===== src/rtl/snn_pkg.sv =====
// Shared constants and the loader state type for the SNN input-loader slice.
package snn_pkg;

    localparam int NUM_PIXELS = 784;
    localparam int BYTE_W     = 8;
    localparam int NUM_BYTES  = NUM_PIXELS / BYTE_W;
    localparam int ADDR_W     = 10;
    localparam int CNT_W      = 7;

    typedef enum logic [1:0] {
        LOAD      = 2'd0,
        FIRE      = 2'd1,
        WAIT_CORE = 2'd2
    } ldr_state_t;

endpackage


===== src/rtl/snn_input_loader_if.sv =====
// Bundles the UART receive handshake and the SNN core read/control signals.
interface snn_input_loader_if;
    import snn_pkg::*;

    logic              rx_rdy;
    logic [BYTE_W-1:0] rx_data;
    logic              clr_rx_rdy;
    logic [ADDR_W-1:0] addr_input_unit;
    logic              q_input;
    logic              start;
    logic              done;
    logic              busy;
    logic              overrun;

    // The loader itself sits on the slave side.
    modport slave (
        input  rx_rdy, rx_data, addr_input_unit, done,
        output clr_rx_rdy, q_input, start, busy, overrun
    );

    // The environment (UART receiver plus SNN core) drives the master side.
    modport master (
        output rx_rdy, rx_data, addr_input_unit, done,
        input  clr_rx_rdy, q_input, start, busy, overrun
    );

endinterface


===== src/rtl/snn_input_ram.sv =====
// 98x8 image store: byte-wide synchronous write, registered single-bit read.
module snn_input_ram
    import snn_pkg::*;
(
    input  logic              clk,
    input  logic              rst,
    input  logic              we_i,
    input  logic [CNT_W-1:0]  waddr_i,
    input  logic [BYTE_W-1:0] wdata_i,
    input  logic [ADDR_W-1:0] raddr_i,
    output logic              q_o
);

    logic [BYTE_W-1:0] mem [NUM_BYTES];
    logic              q_q;
    logic              q_d;

    // Pixel select with out-of-range addresses forced to zero.
    always_comb begin
        q_d = 1'b0;
        if (raddr_i < ADDR_W'(NUM_PIXELS)) begin
            q_d = mem[raddr_i[ADDR_W-1:3]][raddr_i[2:0]];
        end
    end

    // Storage is not reset; a same-cycle read of the written word sees the old byte.
    always_ff @(posedge clk) begin
        if (we_i) begin
            mem[waddr_i] <= wdata_i;
        end
    end

    // One-cycle read latency to line up with the core's synchronous memories.
    always_ff @(posedge clk or posedge rst) begin
        if (rst) begin
            q_q <= 1'b0;
        end else begin
            q_q <= q_d;
        end
    end

    assign q_o = q_q;

endmodule


===== src/rtl/snn_input_loader.sv =====
// Collects a packed 28x28 binary frame from the UART, fires the core, then waits for done.
module snn_input_loader
    import snn_pkg::*;
(
    input logic               clk,
    input logic               rst,
    snn_input_loader_if.slave bus_io
);

    ldr_state_t        state_q, state_d;
    logic [CNT_W-1:0]  byte_cnt_q, byte_cnt_d;
    logic              clr_q, clr_d;
    logic              start_q, start_d;
    logic              busy_q, busy_d;
    logic              overrun_q, overrun_d;
    logic              accept;
    logic              we;

    // A held rx_rdy is only taken once: the acknowledge cycle blocks a second accept.
    assign accept = bus_io.rx_rdy && !clr_q;

    // Next-state and control decode.
    always_comb begin
        state_d    = state_q;
        byte_cnt_d = byte_cnt_q;
        clr_d      = accept;
        start_d    = 1'b0;
        busy_d     = busy_q;
        overrun_d  = overrun_q;
        we         = 1'b0;
        case (state_q)
            LOAD: begin
                if (accept) begin
                    we = 1'b1;
                    if (byte_cnt_q == CNT_W'(NUM_BYTES - 1)) begin
                        byte_cnt_d = '0;
                        state_d    = FIRE;
                    end else begin
                        byte_cnt_d = byte_cnt_q + 1'b1;
                    end
                end
            end
            FIRE: begin
                start_d = 1'b1;
                busy_d  = 1'b1;
                state_d = WAIT_CORE;
                if (accept) begin
                    overrun_d = 1'b1;
                end
            end
            WAIT_CORE: begin
                if (accept) begin
                    overrun_d = 1'b1;
                end
                if (bus_io.done) begin
                    busy_d  = 1'b0;
                    state_d = LOAD;
                end
            end
            default: begin
                state_d = LOAD;
            end
        endcase
    end

    // State and registered outputs; reset throws away any partial frame.
    always_ff @(posedge clk or posedge rst) begin
        if (rst) begin
            state_q    <= LOAD;
            byte_cnt_q <= '0;
            clr_q      <= 1'b0;
            start_q    <= 1'b0;
            busy_q     <= 1'b0;
            overrun_q  <= 1'b0;
        end else begin
            state_q    <= state_d;
            byte_cnt_q <= byte_cnt_d;
            clr_q      <= clr_d;
            start_q    <= start_d;
            busy_q     <= busy_d;
            overrun_q  <= overrun_d;
        end
    end

    snn_input_ram u_ram (
        .clk     (clk),
        .rst     (rst),
        .we_i    (we),
        .waddr_i (byte_cnt_q),
        .wdata_i (bus_io.rx_data),
        .raddr_i (bus_io.addr_input_unit),
        .q_o     (bus_io.q_input)
    );

    assign bus_io.clr_rx_rdy = clr_q;
    assign bus_io.start      = start_q;
    assign bus_io.busy       = busy_q;
    assign bus_io.overrun    = overrun_q;

endmodule


===== src/flat_wrapper.sv =====
// flat-port wrapper written by rule: the top's interface ports become plain ports
module snn_input_loader_flat import snn_pkg::*;
  (clk, rst, bus_io_rx_rdy, bus_io_rx_data, bus_io_addr_input_unit, bus_io_done, bus_io_clr_rx_rdy, bus_io_q_input, bus_io_start, bus_io_busy, bus_io_overrun);
  snn_input_loader_if bus_io_i ();
  input logic clk;
  input logic rst;
  input wire logic [$bits(bus_io_i.rx_rdy)-1:0] bus_io_rx_rdy;
  input wire logic [$bits(bus_io_i.rx_data)-1:0] bus_io_rx_data;
  input wire logic [$bits(bus_io_i.addr_input_unit)-1:0] bus_io_addr_input_unit;
  input wire logic [$bits(bus_io_i.done)-1:0] bus_io_done;
  output wire logic [$bits(bus_io_i.clr_rx_rdy)-1:0] bus_io_clr_rx_rdy;
  output wire logic [$bits(bus_io_i.q_input)-1:0] bus_io_q_input;
  output wire logic [$bits(bus_io_i.start)-1:0] bus_io_start;
  output wire logic [$bits(bus_io_i.busy)-1:0] bus_io_busy;
  output wire logic [$bits(bus_io_i.overrun)-1:0] bus_io_overrun;
  assign bus_io_i.rx_rdy = bus_io_rx_rdy;
  assign bus_io_i.rx_data = bus_io_rx_data;
  assign bus_io_i.addr_input_unit = bus_io_addr_input_unit;
  assign bus_io_i.done = bus_io_done;
  assign bus_io_clr_rx_rdy = bus_io_i.clr_rx_rdy;
  assign bus_io_q_input = bus_io_i.q_input;
  assign bus_io_start = bus_io_i.start;
  assign bus_io_busy = bus_io_i.busy;
  assign bus_io_overrun = bus_io_i.overrun;
  snn_input_loader u_core (.clk(clk), .rst(rst), .bus_io(bus_io_i));
endmodule

===== config.mk =====
export PLATFORM = sky130hd
export DESIGN_NAME = snn_input_loader_flat
export DESIGN_NICKNAME = d
export VERILOG_FILES = /design/src/rtl/snn_pkg.sv /design/src/rtl/snn_input_loader_if.sv /design/src/rtl/snn_input_ram.sv /design/src/rtl/snn_input_loader.sv /design/src/flat_wrapper.sv
export SDC_FILE = /design/constraint.sdc
export NUM_CORES = 1
export LEC_CHECK = 0
export CAP_MARGIN = 20
export CORE_MARGIN = 2
export CORE_UTILIZATION = 39
export DETAILED_ROUTE_END_ITERATION = 6
export GPL_TIMING_DRIVEN = 0
export PLACE_DENSITY = 0.6
export SKIP_CTS_REPAIR_TIMING = 1
export SLEW_MARGIN = 20
export SYNTH_ARGS = -nofsm -noshare
export SYNTH_HDL_FRONTEND = slang
export SYNTH_SLANG_ARGS = --single-unit

===== constraint.sdc =====
create_clock -name clk -period 2.95 [get_ports clk]
set_clock_uncertainty 0.2 [all_clocks]
set_input_delay 0.295 -clock clk [delete_from_list [all_inputs] [get_ports clk]]
set_output_delay 0.295 -clock clk [all_outputs]
set_load 0.1 [all_outputs]

==> results of run 1 <==
==> final cells by class <==
| cell class | count | area (µm²) |
|---|---|---|
| Clock buffer | 103 | 2260 |
| Inverter | 10 | 41.3 |
| Sequential cell | 798 | 23900 |
| Multi-Input combinational cell | 721 | 7660 |
| Fill cell | 6678 | 43500 |
| Tap cell | 1060 | 1330 |
| Clock inverter | 50 | 362 |
| Timing Repair Buffer | 64 | 738 |
| Buffer | 90 | 798 |
==> flip-flops by register name, summed over array words and instances (netlist names) <==
name and cells:
u_core.bus_io.clr_rx_rdy 1, u_core.byte_cnt_q 7, u_core.u_ram.q_o 1, u_core.bus_io.busy 1, u_core.bus_io.overrun 1, u_core.state_q 2
u_core.u_ram.mem 784, u_core.bus_io.start 1
==> synthesized netlist by cell type (3+ instances only) <==
library cell | instances | area [µm²]
a21oi_1 | 25 | 125
o22ai_1 | 30 | 188
o311ai_0 | 3 | 26.3
buf_1 | 3 | 11.3
o21ai_0 | 17 | 85.1
a211oi_1 | 10 | 75.1
edfxtp_1 | 784 | 23500
nand4_1 | 7 | 43.8
ha_1 | 5 | 62.6
nand2b_1 | 6 | 37.5
mux4_1 | 25 | 657
nor2_1 | 135 | 507
nor2b_1 | 13 | 81.3
and2_1 | 3 | 18.8
mux2i_1 | 124 | 1240
o221ai_1 | 34 | 298
o32ai_1 | 5 | 43.8
buf_2 | 21 | 105
a22oi_1 | 11 | 82.6
clkbuf_1 | 23 | 86.3
buf_4 | 9 | 67.6
a311oi_1 | 5 | 43.8
a31oi_1 | 9 | 56.3
mux2_2 | 4 | 45.0
inv_1 | 8 | 30.0
buf_8 | 12 | 180
nand3_1 | 20 | 100
buf_6 | 19 | 214
nor3_1 | 15 | 75.1
a21o_1 | 3 | 22.5
dfrtp_1 | 14 | 350
o211ai_1 | 7 | 52.6
nand2_1 | 52 | 195
a221oi_1 | 5 | 43.8
mux4_2 | 116 | 2610
==> power by group through the flow <==
stage               clock, µW  combinational, µW  sequential [µW]
global placement            0               1910            12900
detailed placement          0               1960            12900
CTS                     10200               1970            12700
finish                  10200               2220            12700
global route            10700               2280            12700
floorplan                   0                955            12900
==> path summary, 6_finish.rpt <==
path	start	to	slack, ns	cells after the start
min in group asynchronous	rst	u_core.bus_io.overrun	0.36	3
hold reg to reg	u_core.bus_io.overrun	u_core.bus_io.overrun	0.27	1
setup / recovery	bus_io_addr_input_unit[8]	u_core.u_ram.q_o	-0.27	8
max in group asynchronous	rst	u_core.byte_cnt_q[5]	1.81	3
hold / removal	bus_io_rx_data[1]	u_core.u_ram.mem[76][1]	0.01	1
setup reg to reg	u_core.u_ram.mem[21][2]	u_core.u_ram.q_o	-0.14	8
==> kinds of logic after synthesis <==
family	share of synthesized area [%]
xor gates and xnor gates	0.110
and+or+nand+nor	3.62
muxes	14.4
AOI/OAI and AO/OA	4.06
DFF	75.3
buffers and inverters	2.36
adders and majority gates	0.197
==> metal layers <==
metal / share of wire (%) / track usage [%]
met1: 40 / 33.4
met2: 46 / 36.9
met3: 9.9 / 5.02
met4: 4.1 / 9.32
met5: 0 / 0
==> stage by stage <==
stage | instance area (µm²) | TNS [ns] | hold slack [ns]
after detailed placement | 33500 | -440.20 | 0.262
after global routing | 37100 | -0.655 | 0.0186
final | 37100 | -0.271 | 0.00988
after floorplan | 31700 | 0 | -0.0158
after CTS | 36100 | -201.54 | -0.202
after global placement | 33300 | -1594.24 | 0.248
==> out/summary.txt, run 1 <==
Static leakage: 0.0118 µW
Worst Path Required: 3.21 ns
Final WL: 99.1 mm
Peak supply drop: 0.500 mV
Internal power: 19000 µW
Fin worst setup slack: -0.271 ns
Final Wtd Congestion: 0.946
Flops & latches, synth: 798
Wirelength per Cell: 34.2 µm
Critical Path AT: 3.48 ns
Routed Antenna Nets: 0
Endpoints failing hold: 0
Failing checks: negative setup slack
Worst-Margin Slew: 0.978 ns
Starting density of the core: 39.4%
FMAX: 0.310 GHz
Clock power share: 40.5%
Rel. slew slack: 34.6%
Violation count after the first detailed-routing iteration: 2587
Clock latency on the worst-skew pair: 0.64 ns
Buf/Inv on CP: 3
Max-cap violations: 0
Cell area after synthesis: 31700 µm²
Remaining Overflow, GRT: 0
Post-synthesis sequential area ratio: 75.3%
Vias in the first global route: 16900
Post-layout min period: 3.22 ns
NumNets Final: 1796
# rows: 104
CP Class: in -> reg
Most frequent cells in the layout: edfxtp_1 (784), mux2i_1 (123), mux4_2 (116)
Setup Viol. Count Final: 1
Max-slew violations: 0
Number of port buffers: 21
Worst Setup Start Kind: primary input
Clk buf depth: 3
Crit share post-route: 109%
First-pass GRT wire length: 136 mm
Sw Pwr: 6050 µW
Reg power frac: 50.6%
Crit path cell chain: clkdlybuf4s50_1 > buf_2 > clkbuf_1 > o221ai_1 > a21oi_2 > nor2_1 > a311oi_2 > o32ai_4
Number of synthesized flops with an enable pin: 784
Synth Flop Type: edfxtp_1
Max Fanout on Critical Path: 10
RSZ-0062 raised after global routing: true
Pwr dens: 675 nW/µm²
Yosys warning count: 0
CP Capture Type: flip-flop
Avg Inst Size Synth: 19.6 µm²
Clock Sink Count: 798
CP peak stage delay: 0.84 ns
Total CTS buffers: 84
Layout cells sized above 1: 25.4%
Comb power frac: 8.9%
GRT Total Usage: 23.9%
Slowest CP cell: clkdlybuf4s50_1
DP HPWL: 63.8 mm
Non-filler cells, final: 2896
Commonest non-fill, non-tap cell in the layout: edfxtp_1
Final Util: 46.0%
FFs w/ async S/R, synth: 1.75%
Initial DRT Pass Iterations: 5
CTS tree: built
Dpl ws: -2.36 ns
Gate Count Post-Synth: 1619
Drt via density: 6.03
Routed vias: 17500
Core ar.: 80500 µm²
Largest net degree at the start of global routing: 71
Power, Total: 25000 µW
Area Growth Syn to Fin: 16.8%
Switching Share: 24.2%
Die area: 83700 µm²
Initial antenna violation count: 2
DRC: 0
Clk slew on worst S/H paths: 0.06 ns
Ports: 27
Die X: 289 µm
Hold crit path type: in -> reg
Status: complete, but fails checks
N_diodes: 0
Die Ht: 289 µm
Largest delay share family, worst path: buffers and inverters
Synthesized net count: 1646
Clock root buffer: clkbuf_16
Synth cell types: 63
H-tree depth: 3
Placed insts: 2708
(Power assumes the default switching activity.)
==> run 2: changes to the inputs <==
--- a/config.mk
+++ b/config.mk
@@ -8,9 +8,10 @@
 export CAP_MARGIN = 20
 export CORE_MARGIN = 2
 export CORE_UTILIZATION = 39
+export CTS_BUF_LIST = sky130_fd_sc_hd__clkbuf_2 sky130_fd_sc_hd__clkbuf_4 sky130_fd_sc_hd__clkbuf_8
 export DETAILED_ROUTE_END_ITERATION = 6
 export GPL_TIMING_DRIVEN = 0
-export PLACE_DENSITY = 0.6
+export PLACE_DENSITY = 0.56
 export SKIP_CTS_REPAIR_TIMING = 1
 export SLEW_MARGIN = 20
 export SYNTH_ARGS = -nofsm -noshare
==> run 2 against run 1 <==
Effect of this change: the flow still finishes with violations (negative setup slack); via count grew 0.93%; clock-buffer cell count increased by 84; total power shrank 2.2%; worst hold slack better by 0.056 ns; worst setup slack worse by 0.077 ns; sequential share of layout area up 0.17 points; cell count grew 2.8%; sequential cell count unchanged; first-iteration DRC count shrank 4.3%; die area stayed put; highest routed layer unchanged.
==> out/summary.txt, run 2 (synthesis gave the netlist of run 1 again) <==
Peak supply drop: 0.429 mV
GRT Total Usage: 24.4%
Routed vias: 17600
Initial DRT Pass Iterations: 6
Max Fanout on Critical Path: 10
Violation count after the first detailed-routing iteration: 2476
Most frequent cells in the layout: edfxtp_1 (784), clkbuf_8 (135), mux2i_1 (122)
# rows: 104
Vias in the first global route: 17100
Final Wtd Congestion: 0.975
Critical Path AT: 3.69 ns
Buf/Inv on CP: 2
Crit path cell chain: dlymetal6s2s_1 > or2_1 > clkbuf_1 > o221ai_1 > a21oi_1 > nor3_1 > o41ai_2 > a31oi_1 > a311oi_1 > o32ai_2
CP peak stage delay: 0.78 ns
Die Ht: 289 µm
FMAX: 0.303 GHz
CP Capture Type: flip-flop
Max-slew violations: 0
First-pass GRT wire length: 137 mm
Fin worst setup slack: -0.348 ns
Die X: 289 µm
Rel. slew slack: 30.3%
Non-filler cells, final: 2976
Max-cap violations: 0
Die area: 83700 µm²
Slowest CP cell: clkbuf_1
H-tree depth: 4
Hold Path Stages: 3
Remaining Overflow, GRT: 0
Placed insts: 2708
Drt via density: 5.92
CP startpoint: bus_io_addr_input_unit[4]
Worst-Margin Slew: 1.04 ns
R2R setup slack: -0.18 ns
Clock root buffer: clkbuf_8
Setup TNS: -0.434 ns
Static leakage: 0.0119 µW
RSZ-0062 raised after global routing: true
Post-layout min period: 3.30 ns
Pwr dens: 662 nW/µm²
Status: complete, but fails checks
DRC: 0
Top flop regs: u_core.u_ram.mem x784, u_core.byte_cnt_q x7, u_core.state_q x2
NumNets Final: 1836
Initial antenna violation count: 2
WHS Endpoint: u_core.bus_io.clr_rx_rdy
Area Growth Syn to Fin: 16.5%
Largest net degree at the start of global routing: 73
Clk buf depth: 3
Max reg flops: 784
Worst Path Required: 3.34 ns
Setup Viol. Count Final: 8
Core ar.: 80500 µm²
Critical path depth: 10
Crit share post-route: 112%
Biggest register: u_core.u_ram.mem
Routed Antenna Nets: 0
Wirelength per Cell: 33.9 µm
Commonest non-fill, non-tap cell in the layout: edfxtp_1
RR Endpoint: u_core.u_ram.q_o
Failing checks: negative setup slack
Worst R2R Path Depth: 7
Final WL: 101 mm
Largest delay share family, worst path: compound AO/OA/AOI/OAI gates
Starting density of the core: 39.4%
Worst Setup Start Kind: primary input
Hold Crit Start: bus_io_rx_rdy
Hold crit path type: in -> reg
Number of port buffers: 21
Clock latency on the worst-skew pair: 0.78 ns
Clock Sink Count: 798
Ports: 27
DP HPWL: 65.2 mm
CTS tree: built
CP Class: in -> reg
Final Util: 45.9%
Clk slew on worst S/H paths: 0.05 ns
Layout cells sized above 1: 28.5%
Worst R2R Start: u_core.u_ram.mem[62][4]
Total CTS buffers: 132
Endpoints failing hold: 0
==> run 2: changes by cell type in the layout (fill, tap and decap cells not counted), moves of 7 or more <==
| cell | delta |
|---|---|
| buf_4 | -11 |
| clkbuf_1 | -13 |
| clkbuf_16 | -88 |
| clkbuf_4 | +54 |
| clkbuf_8 | +135 |
| nor2_1 | +7 |
| nor2_2 | -14 |
| nor2_4 | +7 |
==> run 2: final cells by class <==
class                   count  area, µm²
well taps                1060       1330
plain buffers              89        772
repair buffers             57        681
multi-input cells         721       7660
fillers                  6722      43600
flip-flops and latches    798      23900
clock inverters            53        350
diodes                      1       2.50
clock buffers             187       2250
inverters                  10       41.3
==> run 2: routing by layer <==
| layer | part of all wire (%) | vias to the layer above | track usage, % |
|---|---|---|---|
| met2 | 46 | 999 | 36.9 |
| met1 | 42 | 9308 | 35.1 |
| met4 | 3.4 | 0 | 9.37 |
| met5 | 0 | - | 0 |
| met3 | 9.0 | 185 | 4.79 |
| li1 | - | 7126 | - |
==> run 2: worst register-to-register path, stage by stage, from the launching register on <==
cell	delay, ns
edfxtp_1	0.37
mux4_1	0.60
a22oi_1	0.26
a21oi_1	0.11
a311oi_1	0.74
a2111oi_2	0.17
nor3_1	0.29
o32ai_2	0.21
==> run 2: worst max path at each step <==
stage | to | slack, ns
after global routing | u_core.u_ram.q_o | -0.18
after CTS | u_core.u_ram.q_o | -1.10
after global placement | u_core.u_ram.q_o | -1.96
after detailed placement | u_core.u_ram.q_o | -1.94
after floorplan | u_core.u_ram.mem[78][0] | 0.17
final | u_core.u_ram.q_o | -0.35
==> run 2: metrics by stage <==
stage                     instance area, µm²  hold slack (ns)  power [µW]  setup WS (ns)
final                                  37000           0.0660       24500         -0.348
after global routing                   37000           0.0625       25200         -0.182
after CTS                              36100           -0.375       24400          -1.10
after detailed placement               33500            0.254       14900          -1.94
after global placement                 33300            0.244       14800          -1.96
after floorplan                        31700          -0.0158       13900          0.170
==> run 2: power breakdown <==
part | total (µW) | internal, µW | switching (µW)
Clock | 9610 | 5150 | 4460
Combinational | 2210 | 593 | 1620
Sequential | 12700 | 12600 | 52.1
